**src/rtl/fsm_pkg.sv**
```systemverilog
// Shared constants and width helpers for the edge-driven mode sequencer.
// Legality checks are applied at elaboration time by the top level.
package fsm_pkg;

  localparam int IDLE = 0;

  function automatic int sw(input int n);
    return (n > 2) ? $clog2(n) : 1;
  endfunction

  function automatic int cw(input int t);
    return (t > 0) ? $clog2(t + 1) : 1;
  endfunction

  function automatic bit num_states_ok(input int n);
    return n >= 2;
  endfunction

endpackage

```
**src/rtl/edge_mode_sequencer_if.sv**
```systemverilog
// Output bundle of the mode sequencer: state index, LED decode, event pulses.
// The sequencer drives the master side; consumers attach to the slave side.
interface edge_mode_sequencer_if
  import fsm_pkg::*;
#(
  parameter int NUM_STATES = 3
);

  localparam int SW = sw(NUM_STATES);

  logic [SW-1:0]         state_o;
  logic [NUM_STATES-1:0] led_o;
  logic                  adv_o;
  logic                  wrap_o;
  logic                  timeout_o;
  logic                  drop_o;

  modport master (
    output state_o,
    output led_o,
    output adv_o,
    output wrap_o,
    output timeout_o,
    output drop_o
  );

  modport slave (
    input state_o,
    input led_o,
    input adv_o,
    input wrap_o,
    input timeout_o,
    input drop_o
  );

endinterface

```
**src/rtl/sync_edge_detect.sv**
```systemverilog
// Two-flop synchroniser, history flop and registered rising-edge pulse.
// Flops reset high so an input held high through reset gives no edge.
module sync_edge_detect (
  input  logic i_clk,
  input  logic i_rst,
  input  logic i_din,
  output logic o_edge
);

  logic r_s1;
  logic r_s2;
  logic r_s3;
  logic r_edge;

  always_ff @(posedge i_clk) begin
    if (i_rst) begin
      r_s1   <= 1'b1;
      r_s2   <= 1'b1;
      r_s3   <= 1'b1;
      r_edge <= 1'b0;
    end else begin
      r_s1   <= i_din;
      r_s2   <= r_s1;
      r_s3   <= r_s2;
      r_edge <= r_s2 & ~r_s3;
    end
  end

  assign o_edge = r_edge;

endmodule

```
**src/rtl/edge_mode_sequencer.sv**
```systemverilog
// Edge-driven circular mode sequencer with lockout and idle timeout.
// Drives the LED/indicator path through edge_mode_sequencer_if.
module edge_mode_sequencer
  import fsm_pkg::*;
#(
  parameter int NUM_STATES = 3,
  parameter int TIMEOUT    = 1000,
  parameter int LOCKOUT    = 4
) (
  input logic                   CLK_IN,
  input logic                   rst,
  input logic                   DATA_IN,
  edge_mode_sequencer_if.master bus
);

  localparam int SW = sw(NUM_STATES);
  localparam int TW = cw(TIMEOUT);
  localparam int LW = cw(LOCKOUT);
  localparam bit T_EN = (TIMEOUT > 0);

  localparam logic [SW-1:0] ST_IDLE = SW'(IDLE);
  localparam logic [SW-1:0] ST_LAST = SW'(NUM_STATES - 1);
  localparam logic [TW-1:0] T_END   = TW'(T_EN ? TIMEOUT - 1 : 0);
  localparam logic [LW-1:0] L_LOAD  = LW'(LOCKOUT);

  if (!num_states_ok(NUM_STATES)) begin : g_bad_states
    $error("edge_mode_sequencer: NUM_STATES must be at least 2");
  end

  logic                  w_edge;
  logic                  w_accept;
  logic                  w_drop;
  logic                  w_last;
  logic                  w_tmo;
  logic [SW-1:0]         w_next;
  logic [SW-1:0]         w_state_d;
  logic [NUM_STATES-1:0] w_led;

  logic [SW-1:0]         r_state;
  logic [LW-1:0]         r_lock;
  logic [TW-1:0]         r_tcnt;
  logic                  r_adv;
  logic                  r_wrap;
  logic                  r_tmo;
  logic                  r_drop;

  sync_edge_detect u_sync (
    .i_clk  (CLK_IN),
    .i_rst  (rst),
    .i_din  (DATA_IN),
    .o_edge (w_edge)
  );

  assign w_accept = w_edge && (r_lock == '0);
  assign w_drop   = w_edge && (r_lock != '0);
  assign w_last   = (r_state == ST_LAST);
  assign w_next   = w_last ? ST_IDLE : r_state + SW'(1);

  // An accepted edge in the expiry cycle wins over the timeout.
  assign w_tmo = T_EN
              && (r_state != ST_IDLE)
              && (r_tcnt == T_END)
              && !w_accept;

  always_comb begin
    w_state_d = r_state;
    unique case (1'b1)
      w_accept: w_state_d = w_next;
      w_tmo:    w_state_d = ST_IDLE;
      default:  ;
    endcase
  end

  always_ff @(posedge CLK_IN) begin
    if (rst) begin
      r_state <= ST_IDLE;
      r_adv   <= 1'b0;
      r_wrap  <= 1'b0;
      r_tmo   <= 1'b0;
      r_drop  <= 1'b0;
    end else begin
      r_state <= w_state_d;
      r_adv   <= w_accept;
      r_wrap  <= w_accept && w_last;
      r_tmo   <= w_tmo;
      r_drop  <= w_drop;
    end
  end

  always_ff @(posedge CLK_IN) begin
    if (rst) begin
      r_lock <= '0;
    end else if (w_accept) begin
      r_lock <= L_LOAD;
    end else if (r_lock != '0) begin
      r_lock <= r_lock - LW'(1);
    end
  end

  always_ff @(posedge CLK_IN) begin
    if (rst) begin
      r_tcnt <= '0;
    end else if (!T_EN || w_accept || w_tmo || r_state == ST_IDLE) begin
      r_tcnt <= '0;
    end else begin
      r_tcnt <= r_tcnt + TW'(1);
    end
  end

  always_comb begin
    w_led          = '0;
    w_led[r_state] = 1'b1;
  end

  assign bus.state_o   = r_state;
  assign bus.led_o     = w_led;
  assign bus.adv_o     = r_adv;
  assign bus.wrap_o    = r_wrap;
  assign bus.timeout_o = r_tmo;
  assign bus.drop_o    = r_drop;

endmodule

```
**src/flat_wrapper.sv**
```systemverilog
// flat-port wrapper written by rule: the top's interface ports become plain ports
module edge_mode_sequencer_flat import fsm_pkg::*;
#(
  parameter int NUM_STATES = 3,
  parameter int TIMEOUT    = 1000,
  parameter int LOCKOUT    = 4
)
  (CLK_IN, rst, DATA_IN, bus_state_o, bus_led_o, bus_adv_o, bus_wrap_o, bus_timeout_o, bus_drop_o);
  edge_mode_sequencer_if #(.NUM_STATES(NUM_STATES)) bus_i ();
  input logic CLK_IN;
  input logic rst;
  input logic DATA_IN;
  output wire logic [$bits(bus_i.state_o)-1:0] bus_state_o;
  output wire logic [$bits(bus_i.led_o)-1:0] bus_led_o;
  output wire logic [$bits(bus_i.adv_o)-1:0] bus_adv_o;
  output wire logic [$bits(bus_i.wrap_o)-1:0] bus_wrap_o;
  output wire logic [$bits(bus_i.timeout_o)-1:0] bus_timeout_o;
  output wire logic [$bits(bus_i.drop_o)-1:0] bus_drop_o;
  assign bus_state_o = bus_i.state_o;
  assign bus_led_o = bus_i.led_o;
  assign bus_adv_o = bus_i.adv_o;
  assign bus_wrap_o = bus_i.wrap_o;
  assign bus_timeout_o = bus_i.timeout_o;
  assign bus_drop_o = bus_i.drop_o;
  edge_mode_sequencer #(.NUM_STATES(NUM_STATES), .TIMEOUT(TIMEOUT), .LOCKOUT(LOCKOUT)) u_core (.CLK_IN(CLK_IN), .rst(rst), .DATA_IN(DATA_IN), .bus(bus_i));
endmodule
```
**config.mk**
```make
export PLATFORM = sky130hd
export DESIGN_NAME = edge_mode_sequencer_flat
export DESIGN_NICKNAME = d
export VERILOG_FILES = /design/src/rtl/fsm_pkg.sv /design/src/rtl/edge_mode_sequencer_if.sv /design/src/rtl/sync_edge_detect.sv /design/src/rtl/edge_mode_sequencer.sv /design/src/flat_wrapper.sv
export SDC_FILE = /design/constraint.sdc
export NUM_CORES = 1
export LEC_CHECK = 0
export BUFFER_PORTS_ARGS = -buffer_cell sky130_fd_sc_hd__buf_2
export CORE_UTILIZATION = 60
export CTS_BUF_LIST = sky130_fd_sc_hd__clkbuf_4
export CTS_CLUSTER_DIAMETER = 50
export DETAILED_ROUTE_END_ITERATION = 10
export HOLD_SLACK_MARGIN = 0.02
export PLACE_DENSITY = 0.85
export SLEW_MARGIN = 10
export SYNTH_ARGS = -nofsm -noshare
export SYNTH_HDL_FRONTEND = slang
export SYNTH_SLANG_ARGS = --single-unit
export TNS_END_PERCENT = 1
```
**constraint.sdc**
```tcl
create_clock -name CLK_IN -period 3.7 [get_ports CLK_IN]
set_input_delay 0.37 -clock CLK_IN [delete_from_list [all_inputs] [get_ports CLK_IN]]
set_output_delay 0.37 -clock CLK_IN [all_outputs]
set_load 0.03 [all_outputs]
```
==> flow_summary.json, run 1 <==
{
  "initial_core_util_pct": 67.7,
  "postSynthAreaPerCell_um2": 10.2,
  "nNetsFinal": 110,
  "wl_per_cell_um": 14.3,
  "dp_cells": 114,
  "cpPeakStageDelay_ns": 0.48,
  "path_buf_inv": 1,
  "ctsHoldBuffers": 0,
  "path_class": "reg2reg",
  "cp.arrival_ns": 1.96,
  "synth.most_common_cell": "dfxtp_1",
  "grt_pass1_wl_um": 2990,
  "async_reset_ff_share_pct": 0,
  "synth.top_cells.by_area": "dfxtp_1, ha_1, a211oi_1, a211oi_2, nor2b_1",
  "finalClockSkew_ns": 0.00543,
  "critical-path-top-delay-family": "compound AO/OA/AOI/OAI gates",
  "worst_ep_required_time_ns": 3.92,
  "cts.path.max_buffers": 2,
  "drive_above_1_share_pct": 23.3,
  "powerDensity_mw_per_mm2": 480,
  "h-tree-depth": 1,
  "combPwrFrac_pct": 19.8,
  "fmax_mhz": 575,
  "crit_chain": "inv_1, ha_1, nor2b_1, a211o_1, a211oi_1",
  "n_fill_cell": 99,
  "hp-class": "in2reg",
  "cp-start-kind": "register",
  "relSlewSlack_pct": 70.2,
  "vias": 727,
  "finalCritPeriodShare_pct": 47.0,
  "synth_cells": 92,
  "clock_latency_ns": 0.31,
  "numClockSinks": 23,
  "ant_nets": 0,
  "seqPwrFrac_pct": 56.6,
  "stdcell_area_mm2": 0.00102,
  "grt_max_degree": 14,
  "synth_common_cells": "dfxtp_1, nor2_1",
  "maxSlewViolCount": 0,
  "pwr-share-clk_pct": 23.5,
  "antenna_cells": 0,
  "io_buffers": 11,
  "dp_hpwl_um": 1230,
  "synth_top_area_cell": "dfxtp_1",
  "cts_resized": 0,
  "num_rows": 13,
  "synth_nets": 98,
  "areaGrowthSynthToFinish_pct": 8.56,
  "drtIter0Drc": 8,
  "placed_area_um2": 988,
  "core_region_area_mm2": 0.00138,
  "finalSetupViolations": 0,
  "wirelength_um": 1690,
  "io_pins": 12,
  "post_cts_buffers": 0,
  "rrSetupSlack_ns": 1.96,
  "dieArea_mm2": 0.00172,
  "end_kind": "register",
  "synth_edf_count": 0,
  "place_ws_ns": 2.01,
  "tightestPinTransition_ns": 0.446,
  "die_x_um": 41.5,
  "ir_drop_mv": 0.335,
  "path_clk_slew_ns": 0.12,
  "power_mw": 0.487,
  "drc": 0,
  "syn_area_um2": 936,
  "reg2regPathDepth": 5,
  "status": "finished, final reports clean",
  "numCtsBuffers": 3,
  "setup_tns_ns": 0,
  "synth_top_area_share_pct": 49.2,
  "rsz0062_at_grt": "false",
  "switching_share_pct": 28.3,
  "place.gp.congestion": 0.807,
  "clockRootBuffer": "clkbuf_4",
  "utilization_pct": 73.5,
  "cts_tree": "built",
  "synth_warnings": 0,
  "avgViaCountPerCell": 6.16,
  "ys_types": 36,
  "p_leak_nw": 0.378,
  "ys_ff_latch": 23,
  "cp_max_fo": 11,
  "whs_path_depth": 2,
  "synthFlopType": "dfxtp_1",
  "period_needed_ns": 1.74,
  "antenna_found_initial": 0,
  "finalHoldViolations": 0,
  "gr-total-overflow": 0,
  "grt_pass1_vias": 666,
  "ys_seq_area_share_pct": 49.2,
  "fin_ws_ns": 1.96,
  "fin_cells": 118,
  "hold_ws_ns": 0.234,
  "drt_pass1_iterations": 4,
  "fp.dieH_um": 41.5,
  "slowest_stage": "a211o_1",
  "internal_power_mw": 0.349,
  "grt_usage_pct": 23.6,
  "max-cap-violations": 0,
  "p_sw_mw": 0.138,
  "cp_num_cells": 5
}
-- power groups by stage --
stage	combinational [mW]	sequential, mW	clock (mW)
after global routing	0.113	0.278	0.128
after floorplan	0.0763	0.279	0
after global placement	0.0865	0.279	0
after CTS	0.0997	0.275	0.117
after detailed placement	0.0983	0.280	0
final	0.0967	0.276	0.115
-- worst reg2reg max path, delay by kind of cell (launching register included) --
| kind | cells | cell delay (ns) |
|---|---|---|
| compound gates | 2 | 0.76 |
| flops | 1 | 0.38 |
| fa+ha+maj | 1 | 0.22 |
| simple gates | 1 | 0.21 |
| buf+inv | 1 | 0.08 |
-- sequential cells by signal, summed over array words and instances (netlist names) --
signal                count
u_core.r_tcnt            10
u_core.r_lock             3
u_core.bus.state_o        2
u_core.bus.adv_o          1
u_core.bus.drop_o         1
u_core.bus.timeout_o      1
u_core.bus.wrap_o         1
u_core.u_sync.o_edge      1
u_core.u_sync.r_s1        1
u_core.u_sync.r_s2        1
u_core.u_sync.r_s3        1
-- metal layers --
layer	share of wire, %	GRT usage [%]	up-vias
li1	-	-	357
met2	47	38.1	25
met4	5.5	15.5	0
met5	0	0	-
met1	44	27.0	332
met3	3.5	6.52	13
-- layout make-up --
type / instances / area, um^2 / area share (%)
clock buffer: 3 / 22.5 / 2.22
timing repair buffer: 11 / 55.1 / 5.42
multi-input combinational: 63 / 447 / 44.0
inverter: 2 / 7.51 / 0.739
sequential: 23 / 460 / 45.3
clock inverter: 1 / 5.00 / 0.493
tap: 15 / 18.8 / 1.85
-- placed cells by master (no fill, tap or decap), drive strengths merged --
master / n
nor2: 5
and2: 1
xor2: 1
o31ai: 2
nor3b: 3
nor2b: 4
dfxtp: 23
nand2: 4
ha: 3
and3b: 1
xnor2: 2
nand2b: 1
a211o: 1
o21bai: 1
and4: 1
clkinv: 1
clkbuf: 3
a32o: 2
o21ai: 2
nand3b: 1
and4bb: 1
a21oi: 2
or3: 2
nand3: 4
and3: 2
a211oi: 6
inv: 2
a311oi: 1
or2: 4
or4: 2
nor3: 2
a41oi: 1
buf: 11
mux2: 1
-- cells by family after synthesis --
logic type / synth area share, %
AO/OA/AOI/OAI: 15.4
XOR/XNOR: 2.81
adder cells (fa/ha/maj): 4.01
buffers and inverters: 3.08
flip-flops: 49.2
multiplexers: 1.20
AND/OR/NAND/NOR: 24.3
-- path summary, 6_finish.rpt --
path,startpoint,endpoint
min,DATA_IN,u_core.u_sync.r_s1$_SDFF_PP1_
max,u_core.r_lock[0]$_SDFFE_PP0P_,u_core.r_tcnt[5]$_SDFF_PP0_
min reg2reg,u_core.u_sync.r_s3$_SDFF_PP1_,u_core.u_sync.o_edge$_SDFF_PP0_
max reg2reg,u_core.r_lock[0]$_SDFFE_PP0P_,u_core.r_tcnt[5]$_SDFF_PP0_
Power figures use the tool's default switching activity.
==> run 2, diff against run 1 <==
--- a/config.mk
+++ b/config.mk
@@ -5,13 +5,14 @@
 export SDC_FILE = /design/constraint.sdc
 export NUM_CORES = 1
 export LEC_CHECK = 0
+export ABC_AREA = 1
 export BUFFER_PORTS_ARGS = -buffer_cell sky130_fd_sc_hd__buf_2
-export CORE_UTILIZATION = 60
+export CORE_UTILIZATION = 58
 export CTS_BUF_LIST = sky130_fd_sc_hd__clkbuf_4
 export CTS_CLUSTER_DIAMETER = 50
 export DETAILED_ROUTE_END_ITERATION = 10
 export HOLD_SLACK_MARGIN = 0.02
-export PLACE_DENSITY = 0.85
+export PLACE_DENSITY = 0.83
 export SLEW_MARGIN = 10
 export SYNTH_ARGS = -nofsm -noshare
 export SYNTH_HDL_FRONTEND = slang
==> constraint.sdc (replaced) <==
create_clock -name CLK_IN -period 1.8 [get_ports CLK_IN]
set_input_delay 0.18 -clock CLK_IN [delete_from_list [all_inputs] [get_ports CLK_IN]]
set_output_delay 0.18 -clock CLK_IN [all_outputs]
set_load 0.03 [all_outputs]
==> run 2 against run 1 <==
Net effect:
- the run now ends with DRC left
- clock-buffer cell count is the same
- power grew 120%
- worst setup slack lost 1.5 ns
- critical path type unchanged
==> flow_summary.json, run 2 <==
{
  "status": "finished, violations left",
  "violations": "DRC",
  "drtIter0Drc": 33,
  "fmax_mhz": 748,
  "placed_area_mm2": 0.00106,
  "finalHoldViolations": 0,
  "drc": 2,
  "reg2reg_to": "u_core.r_tcnt[7]$_SDFF_PP0_",
  "layout_common_cells": "dfxtp_1, nand2_1, inv_1",
  "utilization_pct": 69.7,
  "grt_pass1_wl_um": 3140,
  "ctsHoldBuffers": 0,
  "largest_register_ff_count": 10,
  "grt_max_degree": 14,
  "antenna_found_initial": 0,
  "vias": 775,
  "post_cts_buffers": 0,
  "ys_ff_latch": 23,
  "clock_latency_ns": 0.32,
  "rrSetupSlack_ns": 0.46,
  "fin_ws_ns": 0.463,
  "synth.most_common_cell": "dfxtp_1",
  "async_reset_ff_share_pct": 0,
  "io_buffers": 11,
  "place.gp.congestion": 0.813,
  "stdcell_area_mm2": 0.00109,
  "finalSetupViolations": 0,
  "nNetsFinal": 143,
  "path_class": "reg2reg",
  "synth.top_cells.by_area": "dfxtp_1, nand2_1, inv_1, nor2_1, nand2_4",
  "r2r_start": "u_core.r_lock[0]$_SDFFE_PP0P_",
  "core_region_area_mm2": 0.00156,
  "end_kind": "register",
  "regMostFlops": "u_core.r_tcnt",
  "reg2regPathDepth": 9,
  "synth_warnings": 0,
  "maxSlewViolCount": 0,
  "drive_above_1_share_pct": 23.5,
  "grt_usage_pct": 22.8,
  "holdPathEnd": "u_core.u_sync.r_s1$_SDFF_PP1_",
  "synthFlopType": "dfxtp_1",
  "dieArea_mm2": 0.00188,
  "syn_area_um2": 992,
  "wl_per_cell_um": 11.4,
  "cp-start-kind": "register",
  "setup_tns_ns": 0,
  "h-tree-depth": 1,
  "synth_common_cells": "dfxtp_1, nand2_1, inv_1",
  "numCtsBuffers": 3,
  "hp-class": "in2reg",
  "hold_ws_ns": 0.0316,
  "io_pins": 12,
  "p_leak_nw": 0.494,
  "antenna_cells": 0,
  "dp_hpwl_um": 1330,
  "finalClockSkew_ns": 0.0101,
  "areaGrowthSynthToFinish_pct": 9.58,
  "cts.path.max_buffers": 2,
  "n_fill_cell": 139,
  "initial_core_util_pct": 63.6,
  "finalCritPeriodShare_pct": 74.3,
  "cp.arrival_ns": 1.60,
  "final_common_cell": "dfxtp_1",
  "num_rows": 14,
  "worst_ep_required_time_ns": 2.06,
  "tightestPinTransition_ns": 0.249,
  "synth_edf_count": 0,
  "ant_nets": 0,
  "synth_cells": 122,
  "numClockSinks": 23,
  "synth_top_area_cell": "dfxtp_1",
  "path_clk_slew_ns": 0.13,
  "relSlewSlack_pct": 83.4,
  "grt_pass1_vias": 758,
  "rsz0062_at_grt": "false",
  "drt_pass1_iterations": 7,
  "ys_types": 22,
  "max-cap-violations": 0,
  "cts_resized": 0,
  "ir_drop_mv": 0.605,
  "clockRootBuffer": "clkbuf_4",
  "die_x_um": 43.4,
  "wirelength_um": 1730,
  "fp.dieH_um": 43.4,
  "synth_top_area_share_pct": 46.4,
  "ys_seq_area_share_pct": 46.4,
  "cts_tree": "built",
  "powerDensity_mw_per_mm2": 1000,
  "avgViaCountPerCell": 5.10,
  "whs_path_depth": 2,
  "period_needed_ns": 1.34,
  "place_ws_ns": 0.491,
  "cp_max_fo": 10,
  "synth_nets": 128,
  "gr-total-overflow": 0,
  "hp-start": "DATA_IN",
  "postSynthAreaPerCell_um2": 8.13
}
==> run 2: changes by cell type in the layout (fill, tap and decap cells not counted), sizes merged, moves of 3 or more <==
cell    previous run  this run
nor3b              3         0
inv                2        20
nor2b              4         0
a211oi             6         0
nor2               5        23
nand4              0         3
nand2              4        26
==> run 2: worst max-delay path by stage <==
stage | end | depth (start not counted) | start
final | u_core.r_tcnt[7]$_SDFF_PP0_ | 9 | u_core.r_lock[0]$_SDFFE_PP0P_
after global placement | u_core.r_tcnt[8]$_SDFF_PP0_ | 9 | u_core.r_lock[0]$_SDFFE_PP0P_
after detailed placement | u_core.r_tcnt[1]$_SDFF_PP0_ | 9 | u_core.r_lock[0]$_SDFFE_PP0P_
after CTS | u_core.r_tcnt[7]$_SDFF_PP0_ | 9 | u_core.r_lock[0]$_SDFFE_PP0P_
after global routing | u_core.r_tcnt[1]$_SDFF_PP0_ | 9 | u_core.r_lock[0]$_SDFFE_PP0P_
after floorplan | bus_led_o[2] | 2 | u_core.bus.state_o[1]$_SDFFE_PP0P_
==> run 2: cell type report <==
class / count / area, um^2 / share of cell area [%]
clock buffer: 3 / 22.5 / 2.07
clock inverter: 1 / 5.00 / 0.460
inverter: 20 / 77.6 / 7.13
multi-input combinational: 78 / 447 / 41.1
sequential: 23 / 460 / 42.3
tap: 16 / 20.0 / 1.84
timing repair buffer: 11 / 55.1 / 5.06
==> run 2: worst max-delay path, stage by stage (launching register included) <==
cell and delay (ns):
dfxtp_1 0.35, inv_1 0.07, ha_1 0.24, nand2_4 0.10, inv_4 0.05, nand2_4 0.09, nand2_4 0.07, nor2_4 0.10
nand2_4 0.10, nor2_2 0.11
==> run 2: cells by family (layout without fill, tap and decap cells) <==
kind of cell,Yosys count,after routing,share of synthesized area [%]
and+or+nand+nor,62,62,32.3
AOI/OAI and AO/OA,7,7,3.66
adders and majority gates,3,3,3.78
xor gates and xnor gates,6,6,5.30
buffers and inverters,21,35,8.57
DFF,23,23,46.4
==> run 2: power by group <==
part | leakage, nW | switching, mW | total, mW | internal (mW)
Combinational | 0.290 | 0.167 | 0.280 | 0.113
Sequential | 0.187 | 0.0198 | 0.564 | 0.544
Clock | 0.0177 | 0.159 | 0.243 | 0.0833
==> run 2: layer usage <==
| metal | wire, um | GRT usage (%) | up-vias |
|---|---|---|---|
| met3 | 49 | 5.00 | 5 |
| met2 | 901 | 39.4 | 16 |
| met4 | 38 | 13.1 | 0 |
| li1 | - | - | 400 |
| met1 | 737 | 25.9 | 354 |
| met5 | 0 | 0 | - |
==> run 2: through the flow <==
step,std cells,power (mW)
global route,152,1.15
finish,152,1.09
global placement,148,0.838
CTS,152,1.10
floorplan,122,0.805
detailed placement,148,0.861
==> run 3, diff against run 2 <==
==> constraint.sdc (replaced) <==
create_clock -name CLK_IN -period 1.3 [get_ports CLK_IN]
set_input_delay 0.13 -clock CLK_IN [delete_from_list [all_inputs] [get_ports CLK_IN]]
set_output_delay 0.13 -clock CLK_IN [all_outputs]
set_load 0.03 [all_outputs]
==> run 3 against run 2 <==
Net effect:
- the flow still finishes with violations (DRC)
- clock skew fell by 0.0053 ns
- clock power is 44% higher
- first-iteration DRC count increased by 3.0%
- combinational power is 63% higher
- register-to-register slack lost 0.42 ns
- worst hold slack hardly changed
- routed wire length up 15%
==> flow_summary.json, run 3 (synthesis gave the netlist of run 2 again) <==
{
  "status": "finished, violations left",
  "violations": "DRC",
  "p_leak_nw": 0.507,
  "max-cap-violations": 0,
  "hp-start": "rst",
  "path_class": "reg2reg",
  "grt_max_degree": 14,
  "regMostFlops": "u_core.r_tcnt",
  "drtIter0Drc": 34,
  "rsz0062_at_grt": "true",
  "cts.path.max_buffers": 2,
  "clock_latency_ns": 0.33,
  "cts_tree": "built",
  "n_fill_cell": 127,
  "clockRootBuffer": "clkbuf_4",
  "finalSetupViolations": 0,
  "cp-start-kind": "register",
  "avgViaCountPerCell": 5.10,
  "wirelength_um": 1990,
  "maxSlewViolCount": 0,
  "multiInputGateArea_um2": 480,
  "finalCritPeriodShare_pct": 96.6,
  "tightestPinTransition_ns": 0.226,
  "finalHoldViolations": 0,
  "nNetsFinal": 146,
  "relSlewSlack_pct": 84.9,
  "stdcell_area_mm2": 0.00115,
  "setup.worst_path.start": "u_core.r_lock[0]$_SDFFE_PP0P_",
  "drt_pass1_iterations": 7,
  "initial_core_util_pct": 63.6,
  "grt_usage_pct": 24.0,
  "internal_power_mw": 1.07,
  "gr-total-overflow": 0,
  "drc": 2,
  "crit_chain": "inv_2, ha_4, nand2_4, inv_4, nand2_4, nand2_4, nor2_4, nand2_4, nor2_2",
  "combPwrFrac_pct": 28.6,
  "powerDensity_mw_per_mm2": 1390,
  "core_region_area_mm2": 0.00156,
  "io_pins": 12,
  "ff_latch_area_um2": 468,
  "grt_pass1_vias": 773,
  "p_sw_mw": 0.526,
  "dp_hpwl_um": 1330,
  "fp.dieH_um": 43.4,
  "antenna_cells": 0,
  "numCtsBuffers": 3,
  "cp.arrival_ns": 1.53,
  "io_buffers": 11,
  "drive_above_1_share_pct": 32.4,
  "crit_top_cell": "nand2_4",
  "slowest_stage": "dfxtp_2",
  "die_x_um": 43.4,
  "place.gp.congestion": 0.813,
  "switching_share_pct": 32.9,
  "wl_per_cell_um": 12.8,
  "antenna_found_initial": 0,
  "final_common_cell": "nand2_1",
  "path_clk_slew_ns": 0.13,
  "placed_area_mm2": 0.00106,
  "finalClockSkew_ns": 0.00485,
  "r2r_start": "u_core.r_lock[0]$_SDFFE_PP0P_",
  "cp_max_fo": 5,
  "h-tree-depth": 1,
  "period_needed_ns": 1.26,
  "ant_nets": 0,
  "layout_common_cells": "nand2_1, dfxtp_1, inv_1, nor2_1, buf_2",
  "hp-class": "in2reg",
  "num_rows": 14,
  "end_kind": "register",
  "seqPwrFrac_pct": 49.6,
  "grt_pass1_wl_um": 3240,
  "dieArea_mm2": 0.00188,
  "vias": 791,
  "pwr-share-clk_pct": 21.8,
  "areaGrowthSynthToFinish_pct": 15.8,
  "ir_drop_mv": 0.972,
  "cpPeakStageDelay_ns": 0.36,
  "largest_register_ff_count": 10,
  "numClockSinks": 23,
  "worst_ep_required_time_ns": 1.58,
  "setup_tns_ns": 0,
  "fmax_mhz": 796
}
==> run 3: changes by cell type in the layout (fill, tap and decap cells not counted), moves of 2 or more <==
cell,delta
dfxtp_1,-6
dfxtp_2,+6
inv_1,-2
inv_2,+2
nand2_1,-2
nand2_2,+2
==> run 3: per-layer routing <==
| metal | vias to the layer above | global-route usage, % | share of wire (%) |
|---|---|---|---|
| li1 | 407 | - | - |
| met1 | 358 | 26.8 | 42 |
| met2 | 21 | 42.4 | 53 |
| met3 | 5 | 5.00 | 3.6 |
| met4 | 0 | 13.1 | 1.9 |
| met5 | - | 0 | 0 |
==> run 3: worst max-delay path: cells and delay by family, from the launching register on <==
kind	cells	cell delay, ns
adder cells (fa/ha/maj)	1	0.16
buffers and inverters	2	0.11
flip-flops	1	0.36
AND/OR/NAND/NOR	6	0.58
==> run 3: path summary, 6_finish.rpt <==
| check | end | slack [ns] | cells after the start |
|---|---|---|---|
| max | u_core.r_tcnt[7]$_SDFF_PP0_ | 0.04 | 9 |
| min | u_core.bus.adv_o$_SDFF_PP0_ | 0.03 | 2 |
| max reg2reg | u_core.r_tcnt[7]$_SDFF_PP0_ | 0.04 | 9 |
| min reg2reg | u_core.u_sync.o_edge$_SDFF_PP0_ | 0.40 | 1 |
==> run 3: repair_timing <==
| item | in CTS | in global routing |
|---|---|---|
| hold buffers | 1 | 0 |
| setup buffers | 1 | 0 |
| pin swaps | 3 | 3 |
| gates cloned | 1 | 0 |
| endpoints found under the setup margin | 10 | 15 |
| hold endpoints to repair | 1 | 0 |
| resized for setup | 6 | 9 |
==> run 3: layout make-up <==
type,count,area share (%)
multi-input cells,79,41.8
flip-flops and latches,23,40.7
inverters,20,6.75
repair buffers,13,6.54
clock buffers,3,1.96
well taps,16,1.74
clock inverters,1,0.436
==> run 3: through the flow <==
| step | cells | utilization, % | hold slack, ns | worst slack, ns | power, mW |
|---|---|---|---|---|---|
| after detailed placement | 148 | 68.0 | 0.323 | -0.00942 | 1.19 |
| final | 155 | 73.7 | 0.0316 | 0.0442 | 1.60 |
| after floorplan | 122 | - | 0.202 | 0.0732 | 1.11 |
| after global placement | 148 | 68.0 | 0.318 | 0.0707 | 1.16 |
| after global routing | 155 | 73.7 | 0.0367 | -0.0221 | 1.67 |
| after CTS | 155 | 72.6 | 0.0297 | 0.00310 | 1.58 |
==> run 3: power by group through the flow <==
| stage | logic [mW] | registers (mW) | clock network, mW |
|---|---|---|---|
| finish | 0.457 | 0.793 | 0.349 |
| global placement | 0.363 | 0.797 | 0 |
| global route | 0.506 | 0.799 | 0.368 |
| detailed placement | 0.395 | 0.798 | 0 |
| CTS | 0.446 | 0.789 | 0.347 |
| floorplan | 0.316 | 0.799 | 0 |
